==> src/rtl/uart_rx_fifo.sv <==
// 8N1 UART receiver: two-flop synchronizer, mid-bit sampling, and a show-ahead FIFO.
// The FIFO count is held explicitly. Overrun and frame errors are sticky until clr_err.
module uart_rx_fifo #(
  parameter int SYS_CLK  = 24000000,
  parameter int BAUDRATE = 115200,
  parameter int FIFO_AW  = 4
) (
  input  logic               clk,
  input  logic               reset_n,
  input  logic               uart_rxd,
  input  logic               rd,
  input  logic               clr_err,
  output logic [7:0]         data,
  output logic               avail,
  output logic [FIFO_AW:0]   count,
  output logic               overrun,
  output logic               frame_err
);

  localparam int DIVISOR = SYS_CLK / BAUDRATE;
  localparam int DEPTH   = 2 ** FIFO_AW;
  localparam int CW      = $clog2(DIVISOR);

  localparam logic [CW-1:0]      FULL_RELOAD = CW'(DIVISOR - 1);
  localparam logic [CW-1:0]      HALF_RELOAD = CW'(DIVISOR / 2 - 1);
  localparam logic [CW-1:0]      SYNC_GUARD  = CW'(2);
  localparam logic [FIFO_AW:0]   FULL_COUNT  = (FIFO_AW + 1)'(DEPTH);

  typedef enum logic [2:0] {WAITHI, IDLE, START, DATA, STOP} state_t;

  state_t        state, state_next;
  logic [CW-1:0] cnt, cnt_next;
  logic [2:0]    bit_idx, bit_idx_next;
  logic [7:0]    shreg, shreg_next;
  logic          sync1, rx_s;
  logic          push, stop_bad;

  always_ff @(posedge clk) begin
    if (!reset_n) begin
      sync1 <= 1'b1;
      rx_s  <= 1'b1;
    end else begin
      sync1 <= uart_rxd;
      rx_s  <= sync1;
    end
  end

  always_ff @(posedge clk) begin
    if (!reset_n) begin
      state   <= WAITHI;
      cnt     <= SYNC_GUARD;
      bit_idx <= 3'd0;
      shreg   <= 8'd0;
    end else begin
      state   <= state_next;
      cnt     <= cnt_next;
      bit_idx <= bit_idx_next;
      shreg   <= shreg_next;
    end
  end

  // WAITHI needs the line high for a short run, so the synchronizer's reset ones cannot fake an idle line
  always_comb begin
    state_next   = state;
    cnt_next     = (cnt == '0) ? cnt : cnt - CW'(1);
    bit_idx_next = bit_idx;
    shreg_next   = shreg;
    push         = 1'b0;
    stop_bad     = 1'b0;
    case (state)
      WAITHI: begin
        if (!rx_s) begin
          cnt_next = SYNC_GUARD;
        end else if (cnt == '0) begin
          state_next = IDLE;
        end
      end
      IDLE: begin
        if (!rx_s) begin
          state_next = START;
          cnt_next   = HALF_RELOAD;
        end
      end
      START: begin
        if (cnt == '0) begin
          if (!rx_s) begin
            state_next   = DATA;
            bit_idx_next = 3'd0;
            cnt_next     = FULL_RELOAD;
          end else begin
            state_next = IDLE;
          end
        end
      end
      DATA: begin
        if (cnt == '0) begin
          shreg_next   = {rx_s, shreg[7:1]};
          bit_idx_next = bit_idx + 3'd1;
          cnt_next     = FULL_RELOAD;
          if (bit_idx == 3'd7) begin
            state_next = STOP;
          end
        end
      end
      STOP: begin
        if (cnt == '0) begin
          if (rx_s) begin
            push       = 1'b1;
            state_next = IDLE;
          end else begin
            stop_bad   = 1'b1;
            state_next = WAITHI;
            cnt_next   = SYNC_GUARD;
          end
        end
      end
      default: begin
        state_next = WAITHI;
        cnt_next   = SYNC_GUARD;
      end
    endcase
  end

  logic [7:0]         mem [DEPTH];
  logic [FIFO_AW-1:0] wr_ptr, rd_ptr;
  logic               pop, full, wr_en, drop;

  // A pop in the same cycle frees the slot, so a push into a full FIFO still succeeds
  assign pop   = rd && (count != '0);
  assign full  = (count == FULL_COUNT);
  assign wr_en = push && (!full || pop);
  assign drop  = push && full && !pop;

  always_ff @(posedge clk) begin
    if (reset_n && wr_en) begin
      mem[wr_ptr] <= shreg;
    end
  end

  always_ff @(posedge clk) begin
    if (!reset_n) begin
      wr_ptr    <= '0;
      rd_ptr    <= '0;
      count     <= '0;
      overrun   <= 1'b0;
      frame_err <= 1'b0;
    end else begin
      if (wr_en) begin
        wr_ptr <= wr_ptr + FIFO_AW'(1);
      end
      if (pop) begin
        rd_ptr <= rd_ptr + FIFO_AW'(1);
      end
      case ({wr_en, pop})
        2'b10:   count <= count + (FIFO_AW + 1)'(1);
        2'b01:   count <= count - (FIFO_AW + 1)'(1);
        default: count <= count;
      endcase
      overrun   <= drop     || (overrun   && !clr_err);
      frame_err <= stop_bad || (frame_err && !clr_err);
    end
  end

  assign data  = mem[rd_ptr];
  assign avail = (count != '0);

endmodule

==> config.mk <==
export PLATFORM = sky130hd
export DESIGN_NAME = uart_rx_fifo
export DESIGN_NICKNAME = d
export VERILOG_FILES = /design/src/rtl/uart_rx_fifo.sv
export SDC_FILE = /design/constraint.sdc
export NUM_CORES = 1
export LEC_CHECK = 0
export CORE_MARGIN = 5
export CORE_UTILIZATION = 65
export DETAILED_ROUTE_END_ITERATION = 8
export GPL_TIMING_DRIVEN = 0
export PLACE_DENSITY_LB_ADDON = 0.25
export SLEW_MARGIN = 20
export SYNTH_ARGS = -nofsm -noshare
export SYNTH_HDL_FRONTEND = slang
export SYNTH_SLANG_ARGS = --single-unit
export TNS_END_PERCENT = 20
==> constraint.sdc <==
create_clock -name clk -period 7.2 [get_ports clk]
set_input_delay 1.44 -clock clk [delete_from_list [all_inputs] [get_ports clk]]
set_output_delay 1.44 -clock clk [all_outputs]
set_load 0.005 [all_outputs]
# ---- Yosys cells after proc, flatten, opt, wreduce, memory -nomap -nowiden
# Memory sizes are Yosys's and may differ from the RTL's. A register that Yosys moved wholly into a read port is not among the register bits.
# Cells that the tools add are included.
dict set report totals {
  latchBits 0
  regBits 39
  mem_bits_rw 128
  romBits 0
  wordCells 88
  n_memories 1
}
dict set report classes {
  magnitude_cmp 0
  mux 33
  n_div 0
  eq_ne 16
  mul 0
  n_reduce_logical 21
  shifts 0
  addsub 6
  bitwise 0
}
# memory words width rd rd_ports_with_merged_regs wr line_no
set memory_table {}
lappend memory_table {mem 16 8 1 1 1 124} ;# logic [7:0] mem [DEPTH];
# cell count
set op_table {}
lappend op_table {{$mux 8} 7}
lappend op_table {{$pmux 8 s5} 1}
lappend op_table {{$mux 3} 10}
lappend op_table {{$ne 2x2->1 const B} 8}
lappend op_table {{$pmux 3 s5} 1}
lappend op_table {{$pmux 5 s2} 1}
lappend op_table {{$mux 1} 9}
lappend op_table {{$add 4x1->4 const B} 2}
lappend op_table {{$logic_not 8->1} 1}
lappend op_table {{$mux 4} 2}
lappend op_table {{$sub 8x1->8 const B} 1}
lappend op_table {{$logic_and 1x1->1} 7}
lappend op_table {{$reduce_and 7->1} 1}
lappend op_table {{$eq 3x2->1 const B} 2}
lappend op_table {{$eq 3x3->1 const B} 2}
lappend op_table {{$pmux 3 s2} 1}
lappend op_table {{$add 5x1->5 const B} 1}
lappend op_table {{$eq 5x5->1 const B} 1}
lappend op_table {{$reduce_bool 5->1} 1}
lappend op_table {{$sub 5x1->5 const B} 1}
lappend op_table {{$reduce_and 4->1} 1}
lappend op_table {{$reduce_bool 2->1} 2}
lappend op_table {{$add 3x1->3 const B} 1}
lappend op_table {{$eq 3x1->1 const B} 1}
lappend op_table {{other kinds (7)} 11}

# ---- Depth between registers and ports, before layout
dict set report logic_depth {
  ltp_word 7
  ltp_mapped 12
}

# ---- Worst setup path before layout
# OpenSTA, ideal clock, no wires.
dict set report synth_path {
  path_type {register to output}
  startpoint {register with a tool-made name}
  endpoint {output data[0]}
  path_slack_ns 3.955
  path_buffers 2
  path_stages_with_launch 5
  arrival_ns 1.805
  cell_sequence {dfxtp_1 > clkbuf_1 > buf_2 > mux4_2 > mux4_2}
}
# element line_no
set synth_rtl {}
lappend synth_rtl {{to (decl)} 13} ;# output logic [7:0] data,

==> results_dict.tcl <==
set metrics [dict create \
    syn_nets 469 \
    pin_count 21 \
    rsz0062_at_grt "no" \
    clkLatencyLatePin_ns 0.53 \
    fillers 654 \
    antenna_found_initial 0 \
    drv_slew 0 \
    synth_seq_cells 171 \
    cts-resized-gates 0 \
    final_antenna_net_count 0 \
    start_util 0.658 \
    setup_tns_ns 0 \
    power.leakage_nw 2.75 \
    worstSetupPathType "reg2out" \
    nets 508 \
    max_freq_mhz 220 \
    cts_tree "yes" \
    clkTransAtPathRegs_ns 0.07 \
    grt-ovfl-total 0 \
    finalWorstSetupSlack_ns 2.66 \
    first_global_vias 4104 \
    routed_wl_mm 14.6 \
    synthArstFlopShare 0 \
    gp_congestion 0.830 \
    cts_setup_buffers 0 \
    holdCritPathClass "reg2reg" \
    avgViaCountPerCell 6.18 \
    drcViolationCount 0 \
    tightest_slew_ns 0.935 \
    synth_top_area_share 0.542 \
    port_buffers 20 \
    cp-start-kind "flip-flop" \
    cts_buffers 17 \
    fin_skew_ns 0.0112 \
    finalNonFillerCells 642 \
    drive_gt1_frac 0.183 \
    synth_edf_count 128 \
    path_max_fanout 10 \
    syn_inst 450 \
    root_buffer "clkbuf_8" \
    synth_top_cell_by_area "edfxtp_1" \
    die_h_um 115 \
    n_antenna_cell 0 \
    yosysSeqAreaShare 0.663 \
    yosysMostFrequentCell "edfxtp_1" \
    crit_required_ns 5.76 \
    ys.warnings.count 0 \
    setup_viol 0 \
    hold_slack_ns 0.414 \
    dp_slack_ns 3.19 \
    p_per_area_nw_per_um2 315 \
    grt_usage 0.246 \
    max_cap_violations 0 \
    final_area_um2 8120 \
    seqCellArea_um2 4700 \
    dpl.hpwl_mm 9.26 \
    min_period_ns 4.54 \
    dieWidth_um 115 \
    ir_drop_v 0.000222 \
    hold_violations 0 \
    cts_max_path_buffers 2 \
    synth_area_leaders "edfxtp_1 (54%), mux4_2 (13%), dfxtp_1 (12%)" \
    netlist_top_cells_count "edfxtp_1 (128), dfxtp_1 (43), mux4_2 (40)" \
    grt_pass1_wl_mm 23.4 \
    die_area_um2 13100 \
    synth_area_um2 7100 \
    cts_hold_buffers 0 \
    placed_cell_area_um2 7470 \
    cts.sinks 171 \
    avgSynthCellArea_um2 15.8 \
    cp.arrival_ns 3.10 \
    period_share 0.631 \
    post-route-util 0.752 \
    power.total_mw 2.56 \
    drtPass1Iterations 5 \
    grt_max_degree 19 \
    drtIter0Drc 379 \
    status "finished, final reports clean" \
    multi_input_area_um2 2260 \
    rows 38 \
    synth_ff_type "edfxtp_1" \
    synth.distinct_cells 54 \
    core_um2 10800 \
    post_drt_wl_per_cell_um 22.8 \
    endpoint_kind "output port" \
    area_growth_pct 14.3 \
    slew_headroom 0.374 \
    placed_cells 610 \
    num_vias 3965 \
    cts-htree-levels 4 \
]
==> cells in the final DEF, fill, tap and decap left out, drive strengths merged, types with 5 or more instances in the layout <==
| master | synthesis | routed |
|---|---|---|
| nor2b | 11 | 11 |
| mux4 | 40 | 40 |
| o21ai | 8 | 8 |
| a21boi | 12 | 12 |
| nand2b | 5 | 5 |
| clkbuf | 11 | 33 |
| nand3 | 7 | 7 |
| nand2 | 37 | 37 |
| inv | 9 | 16 |
| xnor2 | 10 | 10 |
| dfxtp | 43 | 43 |
| buf | 10 | 10 |
| ha | 13 | 13 |
| a21oi | 14 | 14 |
| and2 | 11 | 11 |
| clkdlybuf4s50 | 0 | 20 |
| mux2i | 7 | 7 |
| edfxtp | 128 | 128 |
| nor2 | 34 | 34 |
==> where the power goes <==
part           switching, mW  internal [mW]
clock network          0.384          0.571
logic                  0.238          0.252
registers             0.0368           1.08
total                  0.659           1.90
==> registers in the layout, summed over array words and instances (netlist names), named ones only <==
register,count
sync1,1
cnt,8
frame_err,1
bit_idx,3
mem,128
rd_ptr,4
rx_s,1
overrun,1
count,5
wr_ptr,4
state,3
shreg,8
==> path summary, 6_finish.rpt <==
check / start / endpoint / slack [ns] / depth (start not counted)
max: flip-flop / data[6] / 2.66 / 5
max reg2reg: cnt[1] / count[4] / 4.06 / 12
min: sync1 / rx_s / 0.41 / 1
min reg2reg: sync1 / rx_s / 0.41 / 1
==> cell type report <==
cell class                 count  share of cell area
tap                          140              0.0216
buffer                        21              0.0123
clock buffer                  22              0.0664
timing repair buffer          20              0.0247
multi-input combinational    249               0.278
inverter                       9             0.00416
clock inverter                10              0.0128
sequential                   171               0.580
==> cell families (layout without fill, tap and decap cells) <==
logic type | Yosys count | count (layout) | share of synthesized area
AO/OA/AOI/OAI | 52 | 52 | 0.0499
XOR/XNOR | 12 | 12 | 0.0148
adder cells (fa/ha/maj) | 14 | 14 | 0.0257
buffers and inverters | 30 | 82 | 0.0189
flip-flops | 171 | 171 | 0.663
multiplexers | 48 | 48 | 0.140
AND/OR/NAND/NOR | 123 | 123 | 0.0878
==> layer usage <==
metal  wire length (um)  GRT usage  share of wire  vias up
li1                   -          -              -     1793
met4                274     0.0823          0.019        0
met2               7830      0.423           0.54      179
met5                  0          0              0        -
met3                977     0.0455          0.067       18
met1               5530      0.317           0.38     1975
==> worst max-delay path, cell delays in order (launching register included) <==
cell             delay [ns]
dfxtp_1                0.33
clkbuf_1               0.25
buf_2                  0.43
mux4_2                 0.61
mux4_2                 0.49
clkdlybuf4s50_1        0.46
(Power assumes the default switching activity.)
